$ cat src/rtl/pll_reset_sequencer.sv
// pll_reset_sequencer: sequences PLL reset and lock, then releases the system reset
module pll_reset_sequencer #(
    parameter int RST_CYCLES    = 16,
    parameter int LOCK_TIMEOUT  = 50000,
    parameter int SETTLE_CYCLES = 1024,
    parameter int MAX_RETRY     = 4
) (
    input  logic       clkin,
    input  logic       rst,
    input  logic       locked,
    input  logic       restart,
    output logic       pll_rst,
    output logic       sys_rst,
    output logic       ready,
    output logic       lock_lost,
    output logic       fail,
    output logic [7:0] retries,
    output logic [2:0] state
);
    localparam int MAX_A = (RST_CYCLES > LOCK_TIMEOUT) ? RST_CYCLES : LOCK_TIMEOUT;
    localparam int MAX_P = (MAX_A > SETTLE_CYCLES) ? MAX_A : SETTLE_CYCLES;
    localparam int CW    = (MAX_P > 1) ? $clog2(MAX_P) : 1;

    typedef enum logic [2:0] {
        PLLRST   = 3'd0,
        WAITLOCK = 3'd1,
        SETTLE   = 3'd2,
        RUN      = 3'd3,
        FAIL     = 3'd4
    } state_t;

    state_t        state_q, state_d;
    logic [CW-1:0] cnt_q, cnt_d;
    logic [7:0]    retries_q, retries_d;
    logic          lock_lost_q, lock_lost_d;
    logic          sync1_q, sync2_q;
    logic          pll_rst_q, sys_rst_q, ready_q, fail_q;
    logic          clr;

    // Two-flop synchroniser for the asynchronous PLL lock flag
    always_ff @(posedge clkin) begin
        if (rst) begin
            sync1_q <= 1'b0;
            sync2_q <= 1'b0;
        end else begin
            sync1_q <= locked;
            sync2_q <= sync1_q;
        end
    end

    // Next-state logic; restart overrides everything except FAIL
    always_comb begin
        state_d     = state_q;
        retries_d   = retries_q;
        lock_lost_d = lock_lost_q;
        clr         = 1'b0;
        if (restart && state_q != FAIL) begin
            state_d     = PLLRST;
            retries_d   = '0;
            lock_lost_d = 1'b0;
            clr         = 1'b1;
        end else begin
            case (state_q)
                PLLRST: begin
                    if (cnt_q == CW'(RST_CYCLES - 1)) state_d = WAITLOCK;
                end
                WAITLOCK: begin
                    if (sync2_q) begin
                        state_d = SETTLE;
                    end else if (cnt_q == CW'(LOCK_TIMEOUT - 1)) begin
                        if (int'(retries_q) == MAX_RETRY - 1) begin
                            state_d = FAIL;
                        end else begin
                            state_d   = PLLRST;
                            retries_d = (retries_q == 8'hFF) ? retries_q : retries_q + 8'd1;
                        end
                    end
                end
                SETTLE: begin
                    if (!sync2_q) state_d = WAITLOCK;
                    else if (cnt_q == CW'(SETTLE_CYCLES - 1)) state_d = RUN;
                end
                RUN: begin
                    if (!sync2_q) begin
                        state_d     = PLLRST;
                        lock_lost_d = 1'b1;
                        retries_d   = '0;
                    end
                end
                default: state_d = FAIL;
            endcase
        end
        cnt_d = (clr || state_d != state_q) ? '0 :
                (state_q == FAIL || state_q == RUN) ? cnt_q : cnt_q + 1'b1;
    end

    // State, counter and registered outputs derived from the next state
    always_ff @(posedge clkin) begin
        if (rst) begin
            state_q     <= PLLRST;
            cnt_q       <= '0;
            retries_q   <= '0;
            lock_lost_q <= 1'b0;
            pll_rst_q   <= 1'b1;
            sys_rst_q   <= 1'b1;
            ready_q     <= 1'b0;
            fail_q      <= 1'b0;
        end else begin
            state_q     <= state_d;
            cnt_q       <= cnt_d;
            retries_q   <= retries_d;
            lock_lost_q <= lock_lost_d;
            pll_rst_q   <= (state_d == PLLRST) || (state_d == FAIL);
            sys_rst_q   <= (state_d != RUN);
            ready_q     <= (state_d == RUN);
            fail_q      <= (state_d == FAIL);
        end
    end

    assign pll_rst   = pll_rst_q;
    assign sys_rst   = sys_rst_q;
    assign ready     = ready_q;
    assign lock_lost = lock_lost_q;
    assign fail      = fail_q;
    assign retries   = retries_q;
    assign state     = state_q;
endmodule

$ cat config.mk
export PLATFORM = sky130hd
export DESIGN_NAME = pll_reset_sequencer
export DESIGN_NICKNAME = d
export VERILOG_FILES = /design/src/rtl/pll_reset_sequencer.sv
export SDC_FILE = /design/constraint.sdc
export NUM_CORES = 1
export LEC_CHECK = 0
export CORE_MARGIN = 4
export CORE_UTILIZATION = 55
export CTS_CLUSTER_DIAMETER = 100
export CTS_CLUSTER_SIZE = 25
export DETAILED_ROUTE_END_ITERATION = 8
export PLACE_DENSITY = 0.76
export SETUP_SLACK_MARGIN = 0.1
export SLEW_MARGIN = 20
export SYNTH_ARGS = -nofsm -noshare
export SYNTH_HDL_FRONTEND = slang
export SYNTH_SLANG_ARGS = --single-unit
$ cat constraint.sdc
create_clock -name clkin -period 4.55 [get_ports clkin]
set_input_delay 0.91 -clock clkin [delete_from_list [all_inputs] [get_ports clkin]]
set_output_delay 0.91 -clock clkin [all_outputs]
set_load 0.005 [all_outputs]
# Yosys cells after proc, flatten, opt, wreduce, memory -nomap -nowiden
# Cells that the tools add are included.
[word_totals]
regBits = 34
latch_bits = 0
ram_bits = 0
romBits = 0
in_bits = 4
out_inout_bits = 16
elab_cells = 59
mem_count = 0
[op_classes]
n_addsub = 2
mul = 0
div_mod_pow = 0
order_cmp = 0
eq_ne = 19
shifts = 0
n_mux = 16
bitwise = 1
n_reduce_logical = 11
[op_table]
columns = ["op", "count"]
rows = [
  ["two-way mux 8 bit", 5],
  ["two-way mux 3 bit", 8],
  ["adder 16 x 1 -> 16 bit (second input constant)", 1],
  ["== test 16 x 10 -> 1 bit (second input constant)", 1],
  ["== test 16 bit (second input constant)", 1],
  ["== test 16 x 4 -> 1 bit (second input constant)", 1],
  ["one-hot mux 8 bit (2 select lines)", 1],
  ["one-hot mux 3 bit (4 select lines)", 1],
  ["!= test 2 bit (second input constant)", 5],
  ["== test 3 x 2 -> 1 bit (second input constant)", 3],
  ["adder 8 x 1 -> 8 bit (second input constant)", 1],
  ["== test 8 x 3 -> 1 bit (second input constant)", 1],
  ["== test 8 bit (second input constant)", 1],
  ["== test 3 bit (second input constant)", 2],
  ["logical NOT 3 bit", 2],
  ["AND reduction 6 bit", 1],
  ["OR reduction 2 bit", 2],
  ["== test 3 x 1 -> 1 bit (second input constant)", 1],
  ["logical OR 1 bit", 3],
  ["!= test 3 x 2 -> 1 bit (second input constant)", 1],
  ["!= test 3 bit", 1],
  ["!= test 3 bit (second input constant)", 1],
  ["AND reduction 2 bit", 1],
  ["nonzero test 2 bit", 1],
  ["other kinds (3)", 3],
]

# Longest topological paths before layout
# Gate-level depths: netlist of the first run.
[depth]
depth_word = 9
depth_mapped = 7
ltp_nobuf = 6

# Worst setup path before layout of the first run
# OpenSTA, ideal clock, no wires.
[synth_path]
path_type = "reg2reg"
startpoint = "register cnt_q[4]"
endpoint = "register retries_q[3], in the netlist retries[3]"
setup_ns = 0.070
arrival_ns = 1.973
required_ns = 4.480
slack_ns = 2.507
stages_incl_launch_ff = 6
n_path_buf = 0
period_less_slack_ns = 2.043
path_cell_list = "dfxtp_1 or4b_4 nor4_4 a21oi_2 or4_1 a21oi_1"
[synth_via]
elab_chain_len = 3
[synth_lines]
columns = ["item", "line", "text"]
rows = [
  ["start: declaration", "33", "logic [CW-1:0] cnt_q, cnt_d;"],
  ["start signal: assignment", "110", "cnt_q <= cnt_d;"],
  ["== test 16 bit", "70", "end else if (cnt_q == CW'(LOCK_TIMEOUT - 1)) begin"],
  ["!= test 2 bit (no source line)", "--", ""],
  ["AND reduction 6 bit (no source line)", "--", ""],
  ["end signal: assignment", "111", "retries_q <= retries_d;"],
  ["end: declaration", "34", "logic [7:0] retries_q, retries_d;"],
]
# No other way between the ends.
# A chain may end at the register's enable or synchronous reset.

# Worst setup path after layout of the first run
[layout_path]
startpoint = "register cnt_q[12]"
endpoint = "register cnt_q[1]"
[layout_via]
elab_chain_len = 8
elab_cells_between_ends = 13
cone_classes = "eq/ne (4); mux (7); reduce/logical (2)"
[layout_lines]
columns = ["item", "line", "text"]
rows = [
  ["== test 16 x 10 -> 1 bit or == test 16 bit (tied branches)", "81, 70", ""],
  ["two-way mux 3 bit, on equally long branches", "81, 70", ""],
  ["two-way mux 3 bit, on equally long branches", "80, 68", ""],
  ["one-hot mux 3 bit (4 select lines) *", "63", "case (state_q)"],
  ["two-way mux 3 bit *", "57", "if (restart && state_q != FAIL) begin"],
  ["!= test 3 bit *", "93", "cnt_d = (clr || state_d != state_q) ? '0 :"],
  ["logical OR 1 bit *", "93", ""],
  ["OR reduction 2 bit (no source line) *", "--", ""],
]
# Mark *: on every way between the ends. The rest lies on a longest branch, timed or not.

==> flow_results.org, run 1 <==
** Setup path
- Setup slack of the worst register-to-register path :: between 2 and 2.5 ns
- Launching instance or port of the critical path :: cnt_q[12]
- The worst register-to-register path ends at cnt_q[1].
- Slowest cell delay on critical path :: 0.82 ns
- At the worst endpoint, the arrival time is 2.59 ns.
- In this run the number of cells on the critical path is 5.
- The startpoint identified for the worst register-to-register timing path is cnt_q[12].
- The worst setup path is launched from a flip-flop.
- The slowest stage of the critical path belongs to the cell sky130_fd_sc_hd__a2111oi_2.
- Series of cell instances along the critical path :: nor4_1, nor4b_1, a41oi_1, a2111oi_2, nor3_1
- The number of cells on the worst reg-to-reg path is 5.
- Largest driver fanout on the critical path :: 8
- Data required, critical path :: between 4 and 5 ns
- On the critical path the largest part of the delay comes from compound AO/OA/AOI/OAI gates.
- Together, buffers and inverters on the worst path number 0.
- Worst Setup End Kind :: flip-flop
- Worst setup path end :: cnt_q[1]
- By startpoint and endpoint, the worst setup path is classified as flip-flop to flip-flop.

** Global route
- Global routing usage summed across all routing layers :: just under 20%
- Antenna violations before repair :: 0
- Vias in the first global route :: roughly 1400
- Gr ovfl total :: 0
- The first global-routing pass estimated 6.389 mm of wire.
- Maximum number of pins on one net before global-route repair :: 16

** Yosys
- Top cells by area in the synthesized netlist :: sky130_fd_sc_hd__dfxtp_1, sky130_fd_sc_hd__nor2_1, sky130_fd_sc_hd__xnor2_1, sky130_fd_sc_hd__xor2_1, sky130_fd_sc_hd__nor3_1
- The mapped netlist covers around 0.0017 mm2.
- Share of synthesized area occupied by flip-flops and latches :: between 30 and 40%
- Number of distinct library cells after synthesis :: 43
- Synthesis inferred 34 register bits.
- Area fraction of the dominant cell type after synthesis :: about two fifths
- Share of flip-flops with an asynchronous set or reset after synthesis :: 0%
- Number of flops mapped to enable cells by yosys :: 0
- The Yosys step of the flow raised 0 warnings.
- Synthesized instance count :: between 150 and 200
- For this run, the leading register cell type out of synthesis is sky130_fd_sc_hd__dfxtp_1.
- Top cell type by total area after synthesis :: sky130_fd_sc_hd__dfxtp_1
- Average cell area after synthesis :: between 8 and 9 um2
- Post-synthesis net count :: about 200

** Clocking
- Post-CTS repair timing setup buffer count :: 0
- Clk root buf :: sky130_fd_sc_hd__clkbuf_4
- In this run, post-CTS repair resized a total of 0 instances.
- Counting every sink on the clock net gives 34.
- Clock slew seen by the registers of the worst setup and hold paths :: between 0.1 and 0.15 ns
- No sink is reached through more buffers than the 2 on the longest clock path.
- Clock tree from TritonCTS :: done
- TritonCTS buffer count :: 5
- The clock reaches the later pin of the worst-skew pair after 0.34 ns.
- Post-CTS Hold Fix Bufs :: 0
- Max H-tree Level :: 2

** Floorplan
- Chip width :: around 64 um
- Die H :: between 60 and 70 um
- Core area :: between 0.003 and 0.004 mm2
- During I/O placement, the number of pins put on the boundary was 20.
- Standard-cell rows :: 20
- The floorplan step defined a die boundary enclosing 0.004113 mm2.
- Effective utilization at floorplan :: between 50% and 60%

** STA
- For the final database, setup skew stands at between 0.01 and 0.015 ns.
- Setup repair after global routing left no endpoint under its margin.
- Relative slew slack :: just under 40%
- Final total negative setup slack :: 0 ns
- Worst slack on hold paths :: 0.4667 ns
- Worst Max-Slew Pin Slew :: 0.9090 ns
- Final setup violation count :: 0
- The final count of hold timing violations is 0.
- Final count of pins violating max slew :: 0
- Dividing the final minimum period by the clock period gives between 50% and 60%.
- The worst path in the final design needs a cycle of about 2.4 ns, including I/O delays and setup.
- Timing would allow up to just over 400 MHz.

** Power
- Sw power :: about 0.11 mW
- The share of total power dissipated in sequential elements is around three fifths.
- Worst vdd rail ir drop :: ~0.16 mV
- In this run the static leakage power is 0.6160 nW.
- Share of total power consumed by net switching :: roughly 22%
- Summing internal, switching and leakage power gives between 0.4 and 0.5 mW.
- Internal power comes to about 0.38 mW.
- Power density of the placed cells :: 244.1 mW/mm2
- Per report_power, the combinational group accounts for under 10% of the total.
- The share of total power dissipated in the clock network is a little over a third.

** Status
- Status :: finished clean

** Detailed routing
- Total Wirelength :: roughly 3.6 mm
- Violation count after the first detailed-routing iteration :: 81
- The final route contains around 1500 vias.
- In the routed design, unresolved DRC markers number 0.
- The pre-antenna-repair detailed-routing pass consisted of 4 iterations.
- Count of antenna-violating nets left after detailed routing :: 0
- Wirelength per Cell :: about 14 um
- Detailed-route vias per instance :: roughly 5.7

** Hold path
- In this run the worst hold path is classified as flip-flop to flip-flop.

** Layout
- In the layout the commonest cells are sky130_fd_sc_hd__dfxtp_1, sky130_fd_sc_hd__nor2_1, sky130_fd_sc_hd__clkdlybuf4s50_1, sky130_fd_sc_hd__nand2_1, sky130_fd_sc_hd__nor3_1.
- From synthesis to final layout, the design area changed by 15.23%.
- Of the cells placed in the final design, the portion with a size suffix greater than 1 is 8.333%.
- Most common cell after layout, fill and taps aside :: sky130_fd_sc_hd__dfxtp_1
- The net count of the finished layout is 221.
- The filler cells instantiated in the layout total 244.
- Total inserted antenna cells :: 0

** Placement
- Buffers placed on the I/O ports in this run total 19.
- Routability-driven placement congestion ratio :: about 0.8
- The wire-length estimate of the detail-placed layout is approximately 2.7 mm.

** Job
- The tool flagged a number of max-cap violations equal to 0.
## through the flow
step	setup slack (ns)	util, %	area (um2)	instances
2_1_floorplan	2.507	-	1733	196
3_3_place_gp	2.125	63.97	1937	252
3_5_place_dp	2.038	63.97	1937	252
4_1_cts	2.125	65.95	1997	260
5_1_grt	1.984	65.95	1997	260
6_report	2.142	65.95	1997	260
## final cells by class
type	count	area (um2)	share of cell area, %
inverter	4	15.01	0.7519
clock buffer	7	55.05	2.757
sequential	34	680.7	34.09
tap	44	55.05	2.757
multi-input combinational	151	996.0	49.87
clock inverter	1	5.005	0.2506
timing repair buffer	19	190.2	9.524
## synth_stat cells (2+ instances only)
master / instances
sky130_fd_sc_hd__a21oi_1: 9
sky130_fd_sc_hd__and2_1: 5
sky130_fd_sc_hd__buf_6: 2
sky130_fd_sc_hd__clkbuf_1: 5
sky130_fd_sc_hd__dfxtp_1: 34
sky130_fd_sc_hd__ha_1: 2
sky130_fd_sc_hd__inv_1: 4
sky130_fd_sc_hd__mux2i_1: 2
sky130_fd_sc_hd__nand2_1: 16
sky130_fd_sc_hd__nand3_1: 7
sky130_fd_sc_hd__nand4_1: 8
sky130_fd_sc_hd__nor2_1: 20
sky130_fd_sc_hd__nor2b_1: 6
sky130_fd_sc_hd__nor3_1: 12
sky130_fd_sc_hd__nor3b_1: 4
sky130_fd_sc_hd__nor4_1: 4
sky130_fd_sc_hd__nor4b_1: 3
sky130_fd_sc_hd__o21a_1: 2
sky130_fd_sc_hd__o21ai_0: 4
sky130_fd_sc_hd__o31ai_1: 4
sky130_fd_sc_hd__or3_1: 3
sky130_fd_sc_hd__or4_1: 6
sky130_fd_sc_hd__xnor2_1: 8
sky130_fd_sc_hd__xor2_1: 7
## worst min path at each step
stage | from | end | slack, ns | depth (start not counted)
2_1_floorplan | sync1_q | sync2_q | 0.41 | 1
3_3_place_gp | sync1_q | sync2_q | 0.42 | 1
3_5_place_dp | sync1_q | sync2_q | 0.46 | 1
4_1_cts | sync1_q | sync2_q | 0.47 | 1
5_1_grt | sync1_q | sync2_q | 0.48 | 1
6_report | sync1_q | sync2_q | 0.47 | 1
## power groups by stage
stage                     sequential (mW)  combinational, mW  clock (mW)
after floorplan                     0.307            0.00877           0
after global placement              0.308             0.0128           0
after detailed placement            0.308             0.0138           0
after CTS                           0.301             0.0139       0.174
after global routing                0.301             0.0157       0.191
final                               0.301             0.0140       0.172
## logic make-up after synthesis
family	share of synthesized area (%)
XOR/XNOR	7.581
AND/OR/NAND/NOR	36.97
flip-flops	39.28
AO/OA/AOI/OAI	9.675
buffers and inverters	3.249
multiplexers	1.805
adder cells (fa/ha/maj)	1.444
## sequential cells by signal, summed over array words and instances (netlist names)
register / count
cnt_q: 16
retries: 8
state: 3
fail: 1
lock_lost: 1
pll_rst: 1
ready: 1
sync1_q: 1
sync2_q: 1
sys_rst: 1
## per-layer routing
layer	global-route usage [%]	wire length, um	vias up
met4	6.332	68	0
met1	27.73	1813	699
met5	0	0	-
met3	5.800	160	10
li1	-	-	752
met2	28.13	1580	30
Note: power is estimated with default switching activity, not from simulation.
==> run 2, diff against run 1 <==
==> constraint.sdc (replaced) <==
create_clock -name clkin -period 2.3 [get_ports clkin]
set_input_delay 0.46 -clock clkin [delete_from_list [all_inputs] [get_ports clkin]]
set_output_delay 0.46 -clock clkin [all_outputs]
set_load 0.005 [all_outputs]
==> run 2 against run 1 <==
  * Combinational power is 120% higher
  * Total power is 110% higher
  * Clock skew is 0.0011 ns higher
  * Global-route usage is 0.67 points higher
  * Register-to-register slack worse by 1.9 ns
  * Worst setup slack worse by 1.9 ns
  * Critical path type unchanged
  * Largest cell class unchanged
==> flow_results.org, run 2 (synthesis results as in run 1) <==
** Status
- Status :: finished clean

** Setup path
- The worst setup path is launched from a flip-flop.
- Data required, critical path :: 2.56 ns (-2.17 ns)
- Type of the setup path with the least slack :: flip-flop to flip-flop
- The data arrival time at the worst-slack endpoint was 2.37 ns (-0.22 ns).
- Worst Setup End Kind :: flip-flop
- The worst-path maximum fanout is 7 (-1).

** Detailed routing
- The via total after detailed routing is 1560 (+4.6%).
- Post-detailed-route DRC marker count :: 0 (unchanged)
- Wirelength per Cell :: 14.40 um (+3.4%)
- The iteration count of the initial detailed-routing pass was 4 (unchanged).
- The sum of routed wire length over all layers came to 3.903 mm (+7.8%).
- Violation count after the first detailed-routing iteration :: 105 (+30%)
- Detailed-route vias per instance :: 5.756 (+0.38%)
- Count of antenna-violating nets left after detailed routing :: 0 (unchanged)

** Layout
- Fin nets :: 232 (+5.0%)
- The share of final-layout standard cells stronger than drive strength 1 was 15.86% (+7.5 points).
- From synthesis to final layout, the design area changed by 22.53%.
- Filler-free cell count of the finished design :: 271 (+4.2%)
- Most common cell after layout, fill and taps aside :: sky130_fd_sc_hd__dfxtp_1
- Counting flops per register, the top entry is cnt_q.
- The number of filler cells placed in the layout is 235 (-3.7%).
- The number of flip-flops in the largest register came to 16 (unchanged).
- Post-route cell area :: 0.002123 mm2 (+6.3%)
- In the layout the commonest cells are sky130_fd_sc_hd__dfxtp_1, sky130_fd_sc_hd__nor2_1, sky130_fd_sc_hd__clkdlybuf4s50_1, sky130_fd_sc_hd__nand2_1, sky130_fd_sc_hd__nor3_1.
- Total inserted antenna cells :: 0 (unchanged)

** STA
- The number of max-slew violations in the final report is 0 (unchanged).
- Relative slew slack :: 60.89% (+22 points)
- Worst Max-Slew Pin Slew :: 0.5854 ns (-0.3236 ns)
- The number of failing setup endpoints in the final timing report came to 0 (unchanged).
- Final clock skew :: 0.01193 ns (+0.001082 ns)
- The time the final worst path needs with I/O delays and setup is 2.102 ns (-0.3064 ns).
- The share of the clock period used by the worst path after layout was 91.39% (+38 points).
- The top achievable clock speed came to 475.7 MHz (+15%).
- The total negative slack was 0 ns (unchanged).
- The final count of hold timing violations came to 0 (unchanged).
- Setup repair after global routing could not meet its margin everywhere.

** Floorplan
- Die H :: 64.13 um (unchanged)
- Standard-cell rows :: 20 (unchanged)
- The starting density of the core was 57.23% (unchanged).
- Core area :: 0.003028 mm2 (unchanged)
- The full die area is 0.004113 mm2 (unchanged).
- Boundary pin count :: 20 (unchanged)
- The die extent in x came to 64.13 um (unchanged).

** Clocking
- The clock-pin slew on the worst setup and hold paths was 0.09 ns (-0.02 ns).
- Max H-tree Level :: 2 (unchanged)
- Clk root buf :: sky130_fd_sc_hd__clkbuf_4
- TritonCTS buffer count :: 5 (unchanged)
- The TritonCTS sink count came to 34 (unchanged).
- The worst-skew pair later-pin latency came to 0.33 ns (about the same).
- TritonCTS built the clock tree.
- Largest buffer count on any clock path :: 2 (unchanged)

** Hold path
- The path class of the tightest hold or removal check is flip-flop to flip-flop.

** Placement
- The detailed-placement wirelength estimate was 2.915 mm (+6.8%).
- Number of buffers added on ports :: 19 (unchanged)
- The final weighted congestion of routability-driven global placement is 0.7982 (-0.62%).
- The count of placed standard cells including taps was 260 (+3.2%).
- Placed cell area :: 0.001997 mm2 (+3.1%)

** Global route
- The via count of the first global-routing pass was 1486 (+8.9%).
- Maximum number of pins on one net before global-route repair :: 16 (unchanged)
- Gr ovfl total :: 0 (unchanged)
- The wire length of the first global-routing pass was 6.665 mm (+4.3%).
- Antenna violations before repair :: 0 (unchanged)
- Global routing usage summed across all routing layers :: 20.18% (+0.67 points)

** Job
- The number of max-capacitance violations reported was 0 (unchanged).

** Power
- Leakage :: 0.6875 nW (+12%)
- Total power consumption of the routed design :: 1.022 mW (+110%)
- The ratio of total power to cell area was 481.3 mW/mm2 (+97%).
- Worst vdd rail ir drop :: 0.3532 mV (+120%)
[run 2: changes by cell type in the layout (fill, tap and decap cells not counted), sizes merged]
| cell | delta |
|---|---|
| clkinv | -1 |
| buf | +10 |
| a21oi | +1 |
| clkbuf | +1 |
[run 2: repair_timing]
action                     in CTS  in global routing
pin swaps                       0                  2
hold buffers                    0                  0
gates cloned                    0                  1
setup endpoints to repair       2                 21
resized for setup               1                  6
buffers inserted                0                  2
[run 2: layer usage]
metal | track usage [%] | vias up | share of wire [%]
met5 | 0 | - | 0
met4 | 6.069 | 0 | 0.69
met3 | 4.394 | 4 | 5.9
met2 | 33.03 | 47 | 48
met1 | 26.59 | 733 | 46
li1 | - | 776 | -
[run 2: stage by stage]
| stage | utilization, % | setup slack, ns | hold slack [ns] |
|---|---|---|---|
| floorplan | - | 0.2572 | 0.4138 |
| global placement | 65.95 | 0.1920 | 0.4224 |
| detailed placement | 65.95 | 0.1226 | 0.4393 |
| CTS | 68.80 | 0.1064 | 0.4595 |
| global route | 70.12 | 0.08913 | 0.4917 |
| finish | 70.12 | 0.1980 | 0.4556 |
[run 2: worst paths after layout]
path | start | endpoint | slack [ns] | cells past startpoint
setup / recovery | cnt_q[12] | retries[3] | 0.20 | 6
hold / removal | sync1_q | sync2_q | 0.46 | 1
setup reg to reg | cnt_q[12] | retries[3] | 0.20 | 6
hold reg to reg | sync1_q | sync2_q | 0.46 | 1
[run 2: report_power, final]
| group | internal [mW] | switching (mW) |
|---|---|---|
| clock network | 0.209 | 0.187 |
| logic | 0.0143 | 0.0162 |
| registers | 0.592 | 0.00359 |
| total | 0.815 | 0.207 |
[run 2: critical path: stages, from the launching register on]
cell                      delay [ns]
sky130_fd_sc_hd__dfxtp_1        0.35
sky130_fd_sc_hd__or3b_2         0.51
sky130_fd_sc_hd__nor4_4         0.26
sky130_fd_sc_hd__buf_4          0.18
sky130_fd_sc_hd__a21oi_4        0.08
sky130_fd_sc_hd__or4_1          0.50
sky130_fd_sc_hd__a21oi_1        0.15
[run 2: final cells by class]
cell class	instances	area (um2)	area share, %
tap	44	55.05	2.593
clock buffer	8	78.83	3.712
inverter	4	15.01	0.7071
timing repair buffer	29	265.3	12.49
sequential	34	683.2	32.17
multi-input combinational	152	1026	48.32
